===== src/rtl/hbm_stride_read.sv =====
`default_nettype none
// ============================================================================
//  Module   : hbm_stride_read
//  Purpose  : AXI4 read master for one HBM pseudo-channel. On start it issues
//             read_ops INCR bursts at base + k*stride. It accepts every R beat,
//             counts beats and errors, and pulses done when the final burst
//             completes.
//  Ports    : clk/rst            clock, asynchronous active-high reset
//             start_read         one-cycle start (ignored while busy)
//             read_ops/stride/init_addr/mem_burst_size   run configuration
//             busy/done          run status
//             beat_count/err_count   per-run statistics
//             m_axi_AR* / m_axi_R*   AXI4 read address and data channels
//             rd_checksum        XOR of accepted RDATA (RD_CHECKSUM_EN only)
//  Options  : define RD_CHECKSUM_EN to add the rd_checksum output
//  Revision : 1.0  initial release
// ============================================================================
module hbm_stride_read #(
   parameter int ENGINE_ID       = 0,
   parameter int ADDR_WIDTH      = 33,
   parameter int DATA_WIDTH      = 256,
   parameter int ID_WIDTH        = 5,
   parameter int MAX_OUTSTANDING = 16
) (
   input  logic                  clk,
   input  logic                  rst,
   input  logic                  start_read,
   input  logic [31:0]           read_ops,
   input  logic [31:0]           stride,
   input  logic [ADDR_WIDTH-1:0] init_addr,
   input  logic [15:0]           mem_burst_size,
   output logic                  busy,
   output logic                  done,
   output logic [31:0]           beat_count,
   output logic [15:0]           err_count,
   output logic                  m_axi_ARVALID,
   output logic [ADDR_WIDTH-1:0] m_axi_ARADDR,
   output logic [ID_WIDTH-1:0]   m_axi_ARID,
   output logic [7:0]            m_axi_ARLEN,
   output logic [2:0]            m_axi_ARSIZE,
   output logic [1:0]            m_axi_ARBURST,
   output logic [1:0]            m_axi_ARLOCK,
   output logic [3:0]            m_axi_ARCACHE,
   output logic [2:0]            m_axi_ARPROT,
   output logic [3:0]            m_axi_ARQOS,
   output logic [3:0]            m_axi_ARREGION,
   input  logic                  m_axi_ARREADY,
   input  logic                  m_axi_RVALID,
   input  logic [DATA_WIDTH-1:0] m_axi_RDATA,
   input  logic [1:0]            m_axi_RRESP,
   input  logic                  m_axi_RLAST,
   input  logic [ID_WIDTH-1:0]   m_axi_RID,
   output logic                  m_axi_RREADY
`ifdef RD_CHECKSUM_EN
   ,
   output logic [DATA_WIDTH-1:0] rd_checksum
`endif
);

   localparam int               c_BEAT_SHIFT = $clog2(DATA_WIDTH / 8);
   localparam int               c_OUT_W      = $clog2(MAX_OUTSTANDING) + 1;
   localparam logic [3:0]       c_ENGINE     = 4'(ENGINE_ID);
   localparam logic [c_OUT_W-1:0] c_MAX_OUT  = c_OUT_W'(MAX_OUTSTANDING);

   typedef enum logic [1:0] {
      S_IDLE  = 2'd0,
      S_RUN   = 2'd1,
      S_DRAIN = 2'd2
   } state_t;

   state_t                  r_state;
   state_t                  w_next_state;

   logic [31:0]             r_ops;
   logic [31:0]             r_stride;
   logic [15:0]             r_burst_size;
   logic [ADDR_WIDTH-1:0]   r_base;
   logic [ADDR_WIDTH-1:0]   r_offset;
   logic [31:0]             r_ar_cnt;
   logic [31:0]             r_burst_cnt;
   logic [7:0]              r_beat_in_burst;
   logic [31:0]             r_beat_count;
   logic [15:0]             r_err_count;
   logic [c_OUT_W-1:0]      r_outstanding;
   logic                    r_arvalid;
   logic [ADDR_WIDTH-1:0]   r_araddr;
   logic                    r_done;

   logic [ADDR_WIDTH-1:0]   w_start_base;
   logic [15:0]             w_beats_m1;
   logic [7:0]              w_arlen;
   logic                    w_ar_hs;
   logic                    w_r_hs;
   logic                    w_last_exp;
   logic                    w_burst_done;
   logic                    w_final;
   logic                    w_out_dec;
   logic [31:0]             w_ar_cnt_n;
   logic [ADDR_WIDTH-1:0]   w_offset_n;
   logic [c_OUT_W-1:0]      w_out_n;
   logic                    w_arvalid_n;
   logic [1:0]              w_err_inc;
   logic [16:0]             w_err_sum;
   logic                    w_unused;

   // Engine select lives in address bits [31:28]; only the low 28 bits of
   // the supplied base are honoured.
   always_comb begin
      w_start_base        = '0;
      w_start_base[27:0]  = init_addr[27:0];
      w_start_base[31:28] = c_ENGINE;
   end

   assign w_beats_m1 = (r_burst_size >> c_BEAT_SHIFT) - 16'd1;
   assign w_arlen    = w_beats_m1[7:0];

   assign w_ar_hs      = r_arvalid & m_axi_ARREADY;
   assign w_r_hs       = m_axi_RVALID & m_axi_RREADY;
   assign w_last_exp   = (r_beat_in_burst == w_arlen);
   // Burst boundaries follow the beat counter, not RLAST, so a misbehaving
   // slave cannot desynchronise the completion accounting.
   assign w_burst_done = w_r_hs & w_last_exp;
   assign w_final      = w_burst_done & ((r_burst_cnt + 32'd1) == r_ops);
   assign w_out_dec    = w_burst_done & (r_outstanding != '0);

   assign w_ar_cnt_n = r_ar_cnt + {31'd0, w_ar_hs};
   assign w_offset_n = w_ar_hs ? (r_offset + ADDR_WIDTH'(r_stride)) : r_offset;
   assign w_out_n    = r_outstanding + {{(c_OUT_W-1){1'b0}}, w_ar_hs}
                                     - {{(c_OUT_W-1){1'b0}}, w_out_dec};
   // Next ARVALID looks at post-update counters so a fresh address is ready
   // on the cycle after a handshake without overshooting the window.
   assign w_arvalid_n = (w_next_state == S_RUN) && (w_ar_cnt_n < r_ops)
                        && (w_out_n < c_MAX_OUT);

   // RRESP error and RLAST mismatch are independent; a beat may add two.
   assign w_err_inc = {1'b0, (m_axi_RRESP != 2'b00)} + {1'b0, (m_axi_RLAST != w_last_exp)};
   assign w_err_sum = {1'b0, r_err_count} + {15'd0, w_err_inc};

   always_comb begin
      w_next_state = r_state;
      case (r_state)
         S_IDLE: begin
            if (start_read && (read_ops != 32'd0))
               w_next_state = S_RUN;
         end
         S_RUN: begin
            if (w_final)
               w_next_state = S_IDLE;
            else if (w_ar_cnt_n == r_ops)
               w_next_state = S_DRAIN;
         end
         S_DRAIN: begin
            if (w_final)
               w_next_state = S_IDLE;
         end
         default: w_next_state = S_IDLE;
      endcase
   end

   always_ff @(posedge clk or posedge rst) begin
      if (rst)
         r_state <= S_IDLE;
      else
         r_state <= w_next_state;
   end

   always_ff @(posedge clk or posedge rst) begin
      if (rst) begin
         r_ops           <= '0;
         r_stride        <= '0;
         r_burst_size    <= '0;
         r_base          <= '0;
         r_offset        <= '0;
         r_ar_cnt        <= '0;
         r_burst_cnt     <= '0;
         r_beat_in_burst <= '0;
         r_beat_count    <= '0;
         r_err_count     <= '0;
         r_outstanding   <= '0;
         r_arvalid       <= 1'b0;
         r_araddr        <= '0;
         r_done          <= 1'b0;
      end else begin
         r_done <= 1'b0;
         if (r_state == S_IDLE) begin
            r_arvalid <= 1'b0;
            if (start_read) begin
               r_ops           <= read_ops;
               r_stride        <= stride;
               r_burst_size    <= mem_burst_size;
               r_base          <= w_start_base;
               r_offset        <= '0;
               r_ar_cnt        <= '0;
               r_burst_cnt     <= '0;
               r_beat_in_burst <= '0;
               r_beat_count    <= '0;
               r_err_count     <= '0;
               r_outstanding   <= '0;
               // An empty run completes immediately without ever going busy.
               r_done          <= (read_ops == 32'd0);
            end
         end else begin
            // Address/valid only move when not stalled by the slave.
            if (!r_arvalid || m_axi_ARREADY) begin
               r_arvalid <= w_arvalid_n;
               if (w_arvalid_n)
                  r_araddr <= r_base + w_offset_n;
            end
            r_offset      <= w_offset_n;
            r_ar_cnt      <= w_ar_cnt_n;
            r_outstanding <= w_out_n;
            if (w_r_hs) begin
               r_beat_count    <= r_beat_count + 32'd1;
               r_err_count     <= w_err_sum[16] ? 16'hFFFF : w_err_sum[15:0];
               r_beat_in_burst <= w_last_exp ? 8'd0 : (r_beat_in_burst + 8'd1);
               if (w_burst_done)
                  r_burst_cnt <= r_burst_cnt + 32'd1;
            end
            if (w_final)
               r_done <= 1'b1;
         end
      end
   end

`ifdef RD_CHECKSUM_EN
   logic [DATA_WIDTH-1:0] r_checksum;

   always_ff @(posedge clk or posedge rst) begin
      if (rst)
         r_checksum <= '0;
      else if ((r_state == S_IDLE) && start_read)
         r_checksum <= '0;
      else if (w_r_hs)
         r_checksum <= r_checksum ^ m_axi_RDATA;
   end

   assign rd_checksum = r_checksum;
`endif

   assign busy           = (r_state != S_IDLE);
   assign done           = r_done;
   assign beat_count     = r_beat_count;
   assign err_count      = r_err_count;
   assign m_axi_ARVALID  = r_arvalid;
   assign m_axi_ARADDR   = r_araddr;
   assign m_axi_ARID     = '0;
   assign m_axi_ARLEN    = w_arlen;
   assign m_axi_ARSIZE   = 3'(c_BEAT_SHIFT);
   assign m_axi_ARBURST  = 2'b01;
   assign m_axi_ARLOCK   = 2'b00;
   assign m_axi_ARCACHE  = 4'b0000;
   assign m_axi_ARPROT   = 3'b010;
   assign m_axi_ARQOS    = 4'b0000;
   assign m_axi_ARREGION = 4'b0000;
   assign m_axi_RREADY   = (r_state != S_IDLE);

   assign w_unused = ^{m_axi_RID, m_axi_RDATA, init_addr[ADDR_WIDTH-1:28], w_beats_m1[15:8]};

endmodule
`default_nettype wire


===== config.mk =====
export PLATFORM = sky130hd
export DESIGN_NAME = hbm_stride_read
export DESIGN_NICKNAME = d
export VERILOG_FILES = /design/src/rtl/hbm_stride_read.sv
export SDC_FILE = /design/constraint.sdc
export NUM_CORES = 1
export LEC_CHECK = 0
export ABC_CLOCK_PERIOD_IN_PS = 21700
export BUFFER_PORTS_ARGS = -buffer_cell sky130_fd_sc_hd__buf_4
export CORE_MARGIN = 1.5
export CORE_UTILIZATION = 44
export DETAILED_ROUTE_END_ITERATION = 12
export PLACE_DENSITY = 0.75
export SLEW_MARGIN = 20
export SYNTH_ARGS = -nofsm -noshare
export SYNTH_HDL_FRONTEND = slang
export SYNTH_SLANG_ARGS = --single-unit

===== constraint.sdc =====
create_clock -name clk -period 21.7 [get_ports clk]
set_input_delay 3.255 -clock clk [delete_from_list [all_inputs] [get_ports clk]]
set_output_delay 3.255 -clock clk [all_outputs]
set_load 0.01 [all_outputs]

==> results of run 1 <==
-- flip-flops by register name (all words and copies together), names as in the netlist, 8 cells and up --
name             flops
beat_count          32
err_count           16
m_axi_ARADDR        33
r_ar_cnt            32
r_base              28
r_beat_in_burst      8
r_burst_cnt         32
r_burst_size         8
r_offset            33
r_ops               32
r_stride            32
-- worst max path at each step --
stage,to,slack [ns],startpoint
after detailed placement,m_axi_ARADDR[0],12.38,m_axi_ARREADY
after floorplan,beat_count[0],10.30,rst
final,m_axi_ARADDR[0],12.86,m_axi_ARREADY
after CTS,m_axi_ARADDR[0],12.94,m_axi_ARREADY
after global placement,m_axi_ARADDR[6],12.44,m_axi_ARREADY
after global routing,m_axi_ARADDR[0],12.45,m_axi_ARREADY
-- logic make-up (layout without fill, tap and decap cells) --
family / after synthesis / count (layout) / synth area share (%)
compound gates: 528 / 528 / 17.0
mux: 22 / 22 / 1.23
flops: 295 / 295 / 38.9
buf+inv: 205 / 344 / 4.90
xor+xnor: 159 / 159 / 7.66
simple gates: 944 / 944 / 22.8
other cells: 2 / 27 / 0.0396
fa+ha+maj: 110 / 110 / 7.42
-- routing by layer --
layer | GRT usage [%] | vias to the layer above
met5 | 0 | -
met4 | 8.40 | 0
met3 | 3.23 | 95
met2 | 40.1 | 498
met1 | 30.8 | 8266
li1 | - | 8149
-- per-stage QoR --
stage,area (µm²),total power [W],hold WS [ns],std cells
2_1_floorplan,19100,0.00180,0.452,2290
3_3_place_gp,20700,0.00210,0.466,2906
3_5_place_dp,20700,0.00215,0.470,2906
4_1_cts,21900,0.00278,0.485,2968
5_1_grt,21900,0.00298,0.513,2968
6_report,21900,0.00277,0.482,2968
-- worst max-delay path: stages --
cell and delay (ns):
buf_4 0.09, and2_1 0.12, buf_4 0.32, ha_1 0.22, nand3_1 0.14, nor3_1 0.60, and2_1 0.47, nand2_1 0.10
nor3_1 0.40, and3_1 0.30, and3_1 0.21, nand3_1 0.10, xnor2_1 0.18, ha_1 0.31, nand4_1 0.10, or2_2 0.33
nor3_1 0.30, nand2_1 0.11, or3_1 0.42, nand3b_1 0.13, nor4_1 0.08, nand2_4 0.49, mux2_1 0.39
-- report_power, final --
part	switching (W)	total [W]	leakage (nW)	internal, W
Combinational	0.000766	0.00132	6.12	0.000558
Clock	0.000241	0.000609	0.572	0.000368
Sequential	0.000133	0.000839	3.80	0.000706
Total	0.00114	0.00277	10.5	0.00163
-- area by class of cell --
class                      count  area share, %
multi-input combinational   1790           49.2
clock buffer                  52           4.76
tap                          539           3.08
timing repair buffer         215           7.41
clock inverter                10          0.595
inverter                      67           1.18
sequential                   295           33.7
-- layout by cell type (no fill, tap or decap), drive strengths merged, types with 20 or more instances in the layout --
cell type and instances:
xor2 66, nand2 491, ha 106, nand4 34, nor3 33, a31oi 20
nor2 141, a21oi 114, nand3 115, o21ai 207, nor4 21, dfrtp 295
inv 67, conb 27, xnor2 89, and3 42, clkbuf 52, o31ai 33
a21o 46, buf 215
==> results.sh, run 1 <==
export IMPL_leakage_nw=10.5
export IMPL_cts_root_buf="clkbuf_16"
export IMPL_rows=75
export IMPL_startpoint_type="input port"
export IMPL_finalSetupViolCount=0
export IMPL_firstDrtPassIters=5
export IMPL_gp_congestion=0.932
export IMPL_worst_slack_ns=12.86
export IMPL_yosysTopAreaCellShare_pct=38.9
export IMPL_clk_pin_slew_ns=0.06
export IMPL_drive_above_1_share_pct=12.8
export IMPL_ys_types=85
export IMPL_outcome="completed"
export IMPL_h_tree_depth=2
export IMPL_grt_pass1_vias=16800
export IMPL_post_drt_wl_per_cell_um=17.7
export IMPL_yosysSeqAreaShare_pct=38.9
export IMPL_rsz0062_at_grt="false"
export IMPL_fin_crit_ns=8.84
export IMPL_hold_buffers=0
export IMPL_core_area_um2=42200
export IMPL_numCtsBuffers=35
export IMPL_r2r_end="m_axi_ARADDR[0]"
export IMPL_ys_warn_count=0
export IMPL_r2r_start="m_axi_ARVALID"
export IMPL_worstPathArrival_ns=9.27
export IMPL_seq_area_um2=7380
export IMPL_maxCapViolCount=0
export IMPL_wl_met3_um=2820
export IMPL_clock_latency_ns=0.55
export IMPL_antennaDiodeCount=0
export IMPL_yosys_area_top_type="dfrtp_1"
export IMPL_hold_depth=2
export IMPL_synthArstFlopShare_pct=100
export IMPL_clkSinkCount=295
export IMPL_critPathRequiredTime_ns=22.13
export IMPL_wl_met1_um=23000
export IMPL_vdd_drop_max_mv=0.0996
export IMPL_dp_slack_ns=12.38
export IMPL_slew_limit_headroom_pct=31.5
export IMPL_ios=502
export IMPL_multiInputGateArea_um2=10800
export IMPL_netlist_instances=2265
export IMPL_start_util_pct=44.9
export IMPL_ant_nets=0
export IMPL_maxSlewViolCount=0
export IMPL_cts_tree="yes"
export IMPL_synth_ff_type="dfrtp_1"
export IMPL_grt_total_usage_pct=23.6
export IMPL_first_iter_violations=1116
export IMPL_wl_um=52500
export IMPL_routed_via_density=5.73
export IMPL_vias=17000
export IMPL_tns_ns=0
export IMPL_p_per_area_nw_per_um2=127
export IMPL_cp_max_fo=63
export IMPL_top_layer_used="met4"
export IMPL_drc=0
export IMPL_clk_path_buf_depth=3
export IMPL_ys_top_cells_by_area="dfrtp_1, nand2_1, ha_1, o21ai_0, xnor2_1"
export IMPL_hold_end="r_base[25]"
export IMPL_fin_crit_sh_pct=40.8
export IMPL_antenna_found_initial=0
export IMPL_worst_pin_slew_ns=1.03
export IMPL_synth_top_cells_by_count="nand2_1, dfrtp_1, o21ai_0"
export IMPL_crit_path_end_kind="flip-flop"
export IMPL_fin_worst_skew_ns=0.0218
export IMPL_post_cts_buffers=0
export IMPL_synth_edff_count=0
export IMPL_dieArea_um2=44300
export IMPL_fp_dieH_um=211
export IMPL_yosys_register_bits=295
export IMPL_grt_max_degree=85
export IMPL_hp_class="flip-flop to flip-flop"
export IMPL_fillerInstances=3926
export IMPL_netlist_area_um2=19000
export IMPL_worstSetupPathType="input port to flip-flop"
export IMPL_fmax_mhz=113
export IMPL_utilization_pct=51.8
export IMPL_r2r_slack_ns=15.27
export IMPL_yosysMostFrequentCell="nand2_1"
export IMPL_die_w_um=211
export IMPL_wl_met2_um=25300
export IMPL_rr_worst_depth=22
export IMPL_dpl_hpwl_um=37300
export IMPL_fin_nets=2896
export IMPL_area_delta_synth_final_pct=15.4
export IMPL_hold_viol=0
export IMPL_hold_path_startpoint="r_base[25]"
export IMPL_grt_pass1_wl_um=85300
export IMPL_post_cts_resized=0
export IMPL_avgSynthCellArea_um2=8.37
export IMPL_grt_ovfl_total=0
export IMPL_port_buffers=200
Power figures use the tool's default switching activity.
==> run 2: changes to the inputs <==
--- a/config.mk
+++ b/config.mk
@@ -5,7 +5,7 @@
 export SDC_FILE = /design/constraint.sdc
 export NUM_CORES = 1
 export LEC_CHECK = 0
-export ABC_CLOCK_PERIOD_IN_PS = 21700
+export ABC_CLOCK_PERIOD_IN_PS = 8700
 export BUFFER_PORTS_ARGS = -buffer_cell sky130_fd_sc_hd__buf_4
 export CORE_MARGIN = 1.5
 export CORE_UTILIZATION = 44
==> constraint.sdc (replaced) <==
create_clock -name clk -period 8.7 [get_ports clk]
set_input_delay 1.305 -clock clk [delete_from_list [all_inputs] [get_ports clk]]
set_output_delay 1.305 -clock clk [all_outputs]
set_load 0.01 [all_outputs]
==> run 2 against run 1 <==
Compared with the run above:
- design area fell by 0.17%
- via count fell by 0.46%
- worst setup slack got worse by 11 ns
- flip-flop and latch count did not move
- die area did not move
- global-route usage fell by 0.11 points
- routed wire length fell by 0.47%
- clock power rose by 140%
- non-clock buffer count rose by 3
==> results.sh, run 2 (synthesis gave the netlist of run 1 again) <==
export IMPL_wl_um=52200
export IMPL_grt_pass1_wl_um=84900
export IMPL_finalSetupViolCount=0
export IMPL_antennaDiodeCount=0
export IMPL_antenna_found_initial=0
export IMPL_fin_crit_sh_pct=74.5
export IMPL_first_iter_violations=1392
export IMPL_die_w_um=211
export IMPL_post_cts_resized=0
export IMPL_crit_path_end_kind="flip-flop"
export IMPL_ios=502
export IMPL_routed_via_density=5.70
export IMPL_vias=16900
export IMPL_grt_max_degree=79
export IMPL_layout_commonest_cell="nand2_1"
export IMPL_dp_slack_ns=1.68
export IMPL_clk_path_buf_depth=3
export IMPL_cp_max_fo=63
export IMPL_area_delta_synth_final_pct=15.2
export IMPL_hp_class="flip-flop to flip-flop"
export IMPL_dpl_cell_area_um2=20700
export IMPL_utilization_pct=51.7
export IMPL_fp_dieH_um=211
export IMPL_startpoint_type="input port"
export IMPL_leakage_nw=10.5
export IMPL_worstPathArrival_ns=6.89
export IMPL_maxSlewViolCount=0
export IMPL_hold_buffers=0
export IMPL_top_layer_used="met4"
export IMPL_grt_total_usage_pct=23.5
export IMPL_grt_ovfl_total=0
export IMPL_tns_ns=0
export IMPL_design_area_um2=21800
export IMPL_worst_slack_ns=2.22
export IMPL_clkSinkCount=295
export IMPL_fmax_mhz=154
export IMPL_core_area_um2=42200
export IMPL_fin_worst_skew_ns=0.0245
export IMPL_wl_met3_um=2760
export IMPL_port_buffers=200
export IMPL_p_total_w=0.00686
export IMPL_start_util_pct=44.9
export IMPL_clk_pin_slew_ns=0.06
export IMPL_grt_pass1_vias=16700
export IMPL_outcome="completed"
export IMPL_wl_met1_um=23200
export IMPL_critPathRequiredTime_ns=9.11
export IMPL_fin_crit_ns=6.48
export IMPL_fillerInstances=3894
export IMPL_clock_latency_ns=0.54
export IMPL_drc=0
export IMPL_worst_pin_slew_ns=1.04
export IMPL_firstDrtPassIters=7
export IMPL_dpl_hpwl_um=37600
export IMPL_h_tree_depth=2
export IMPL_slew_limit_headroom_pct=30.6
export IMPL_most_common_layout_cells="nand2_1, dfrtp_1, buf_4, o21ai_0, nor2_1"
export IMPL_rsz0062_at_grt="false"
export IMPL_numCtsBuffers=36
export IMPL_maxCapViolCount=0
export IMPL_vdd_drop_max_mv=0.202
export IMPL_cts_tree="yes"
export IMPL_post_drt_wl_per_cell_um=17.6
export IMPL_hold_viol=0
export IMPL_p_per_area_nw_per_um2=314
export IMPL_ant_nets=0
export IMPL_worstSetupPathType="input port to flip-flop"
export IMPL_dieArea_um2=44300
export IMPL_drive_above_1_share_pct=12.9
export IMPL_cts_root_buf="clkbuf_16"
export IMPL_post_cts_buffers=0
export IMPL_wl_met2_um=24800
export IMPL_rows=75
export IMPL_gp_congestion=0.927
export IMPL_fin_nets=2900
==> run 2: layer usage <==
metal  GRT usage (%)  up-vias
met5               0        -
met4            8.52        0
met3            2.99       87
met2            39.5      522
met1            31.1     8171
li1                -     8149
==> run 2: critical path, stage by stage <==
cell      delay, ns
buf_4          0.08
and2_1         0.26
ha_1           0.23
ha_1           0.22
nand3_1        0.09
nor2_1         0.37
nand3_1        0.20
nor2_1         0.32
and3_1         0.25
nand3_1        0.14
nor2_1         0.33
nand3_1        0.18
xnor2_1        0.16
ha_1           0.29
nand4_1        0.08
or2_2          0.32
nor3_1         0.29
nand2_1        0.12
or3_1          0.43
nand3b_1       0.14
nor4_1         0.09
nand2_4        0.50
mux2_1         0.39
==> run 2: stage by stage <==
step	instances	hold WS, ns
after floorplan	2290	0.452
after global placement	2909	0.468
after detailed placement	2909	0.470
after CTS	2968	0.485
after global routing	2968	0.514
final	2968	0.477
==> run 2: path summary, 6_finish.rpt <==
check | depth (start not counted) | from | end | slack [ns]
setup reg to reg | 22 | r_burst_size[5] | m_axi_ARADDR[1] | 2.35
max in group asynchronous | 4 | rst | r_base[10] | 5.83
hold / removal | 2 | r_base[24] | r_base[24] | 0.48
setup / recovery | 23 | m_axi_ARREADY | m_axi_ARADDR[1] | 2.22
min in group asynchronous | 2 | rst | r_burst_cnt[25] | 0.73
hold reg to reg | 2 | r_base[24] | r_base[24] | 0.48
==> run 2: area by class of cell <==
class,instances,area [µm²],area share (%)
repair buffers,218,1640,7.49
inverters,67,255,1.17
well taps,539,674,3.09
flip-flops and latches,295,7380,33.8
multi-input cells,1790,10800,49.3
clock buffers,50,1040,4.78
clock inverters,9,78.8,0.361
==> run 2: power breakdown <==
part	switching, W	total, W	internal, W
logic	0.00192	0.00331	0.00139
registers	0.000323	0.00208	0.00176
clock network	0.000595	0.00146	0.000863
==> run 3: changes to the inputs <==
--- a/config.mk
+++ b/config.mk
@@ -5,7 +5,7 @@
 export SDC_FILE = /design/constraint.sdc
 export NUM_CORES = 1
 export LEC_CHECK = 0
-export ABC_CLOCK_PERIOD_IN_PS = 8700
+export ABC_CLOCK_PERIOD_IN_PS = 6500
 export BUFFER_PORTS_ARGS = -buffer_cell sky130_fd_sc_hd__buf_4
 export CORE_MARGIN = 1.5
 export CORE_UTILIZATION = 44
==> constraint.sdc (replaced) <==
create_clock -name clk -period 6.5 [get_ports clk]
set_input_delay 0.975 -clock clk [delete_from_list [all_inputs] [get_ports clk]]
set_output_delay 0.975 -clock clk [all_outputs]
set_load 0.01 [all_outputs]
==> run 3 against run 2 <==
Compared with the run above:
- critical path depth fell by 2
- utilization rose by 0.20 points
- die area did not move
- highest routed layer unchanged
==> results.sh, run 3 (synthesis gave the netlist of run 1 again) <==
export IMPL_fin_worst_skew_ns=0.0154
export IMPL_post_drt_wl_per_cell_um=17.5
export IMPL_worst_path_buf_inv=0
export IMPL_dpl_hpwl_um=37600
export IMPL_worstPathArrival_ns=6.19
export IMPL_fin_crit_ns=5.76
export IMPL_slew_limit_headroom_pct=31.4
export IMPL_fp_dieH_um=211
export IMPL_internal_power_w=0.00544
export IMPL_startpoint_type="flip-flop"
export IMPL_antennaDiodeCount=0
export IMPL_port_buffers=200
export IMPL_fmax_mhz=173
export IMPL_grt_ovfl_total=0
export IMPL_rsz0062_at_grt="false"
export IMPL_hold_depth=2
export IMPL_tns_ns=0
export IMPL_vdd_drop_max_mv=0.346
export IMPL_drc=0
export IMPL_post_cts_resized=0
export IMPL_clock_latency_ns=0.54
export IMPL_path_delay_family="compound AO/OA/AOI/OAI gates"
export IMPL_fin_nets=2904
export IMPL_cts_tree="yes"
export IMPL_start_util_pct=44.9
export IMPL_hp_class="flip-flop to flip-flop"
export IMPL_dieArea_um2=44300
export IMPL_crit_slowest_cell="a221o_1"
export IMPL_crit_path_frequent_cell="a21oi_1"
export IMPL_critPathRequiredTime_ns=6.93
export IMPL_grt_pass1_wl_um=83800
export IMPL_rr_worst_depth=21
export IMPL_hold_viol=0
export IMPL_clkSinkCount=295
export IMPL_firstDrtPassIters=5
export IMPL_post_cts_buffers=0
export IMPL_p_per_area_nw_per_um2=421
export IMPL_first_iter_violations=1526
export IMPL_rows=75
export IMPL_ios=502
export IMPL_p_seq_share_pct=30.2
export IMPL_ant_nets=0
export IMPL_critPathMaxStageDelay_ns=0.44
export IMPL_finalSetupViolCount=0
export IMPL_worst_slack_ns=0.736
export IMPL_pwr_share_comb_pct=48.3
export IMPL_wl_um=52100
export IMPL_hold_buffers=0
export IMPL_die_w_um=211
export IMPL_grt_pass1_vias=16200
export IMPL_path_depth=21
export IMPL_cp_cell_sequence="ha_1 > fa_1 > a211oi_1 > o21bai_1 > a21o_1 > a221o_1 > a21o_1 > a21oi_1 > xnor2_1 > mux2_2 > ha_1 > o21ai_0 > nor2_1 > a2111oi_0 > nor2_1 > a21oi_1 > a21oi_1 > a31oi_1 > nor3b_1 > xnor2_1 > o21ai_1"
export IMPL_fin_crit_sh_pct=88.7
export IMPL_cts_root_buf="clkbuf_16"
export IMPL_leakage_nw=10.5
export IMPL_antenna_found_initial=0
export IMPL_layout_commonest_cell="nand2_1"
export IMPL_p_switching_w=0.00380
export IMPL_worst_pin_slew_ns=1.03
export IMPL_dp_cells=2914
export IMPL_area_delta_synth_final_pct=15.6
export IMPL_crit_path_end_kind="flip-flop"
export IMPL_dp_slack_ns=0.378
export IMPL_fillerInstances=3868
export IMPL_gp_congestion=0.930
export IMPL_instances_no_fill=2975
export IMPL_worstSetupPathType="flip-flop to flip-flop"
export IMPL_routed_via_density=5.69
export IMPL_h_tree_depth=2
export IMPL_most_common_layout_cells="nand2_1, dfrtp_1, buf_4, o21ai_0, nor2_1"
export IMPL_grt_max_degree=103
export IMPL_core_area_um2=42200
export IMPL_drive_above_1_share_pct=13.1
export IMPL_numCtsBuffers=35
export IMPL_clk_path_buf_depth=3
export IMPL_grt_total_usage_pct=23.3
export IMPL_outcome="completed"
export IMPL_maxCapViolCount=0
export IMPL_vias=16900
export IMPL_clk_pin_slew_ns=0.06
export IMPL_switching_share_pct=41.1
export IMPL_maxSlewViolCount=0
export IMPL_clock_power_share_pct=21.5
export IMPL_cp_max_fo=6
-- run 3: power groups by stage --
stage	Clock (W)	Sequential [W]	Combinational, W
after floorplan	0	0.00275	0.00326
after global placement	0	0.00279	0.00427
after detailed placement	0	0.00281	0.00440
after CTS	0.00204	0.00278	0.00444
after global routing	0.00211	0.00285	0.00496
final	0.00199	0.00279	0.00446
-- run 3: tightest hold or removal path, delay by kind of cell (launching register included) --
family        cells  cell delay [ns]
flops             1             0.35
simple gates      2             0.11
-- run 3: per-layer routing --
metal,wire length [µm],global-route usage [%],up-vias
met5,0,0,-
met4,1070,6.13,0
met3,2640,3.31,76
met2,24800,39.2,496
met1,23600,31.4,8169
li1,-,-,8176
-- run 3: path summary, 6_finish.rpt --
check	slack (ns)	endpoint	start
min in group asynchronous	0.61	r_ops[24]	rst
worst max-delay path	0.74	m_axi_ARADDR[30]	r_stride[0]
worst max register to register	0.74	m_axi_ARADDR[30]	r_stride[0]
worst min register to register	0.49	r_base[16]	r_base[16]
worst min-delay path	0.49	r_base[16]	r_base[16]
max in group asynchronous	4.47	m_axi_ARADDR[18]	rst
-- run 3: cell type report --
class | instances | area, µm² | area share [%]
inverters | 67 | 255 | 1.16
well taps | 539 | 674 | 3.08
multi-input cells | 1790 | 10800 | 49.1
flip-flops and latches | 295 | 7380 | 33.7
clock buffers | 52 | 1050 | 4.80
clock inverters | 9 | 95.1 | 0.434
repair buffers | 223 | 1700 | 7.75
-- run 3: per-stage QoR --
stage               util [%]  total power [W]  area [µm²]  hold slack, ns
finish                  51.9          0.00924       21900           0.488
detailed placement      49.2          0.00721       20800           0.471
CTS                     51.9          0.00926       21900           0.485
global placement        49.2          0.00706       20800           0.467
floorplan                  -          0.00601       19100           0.452
global route            51.9          0.00993       21900           0.503
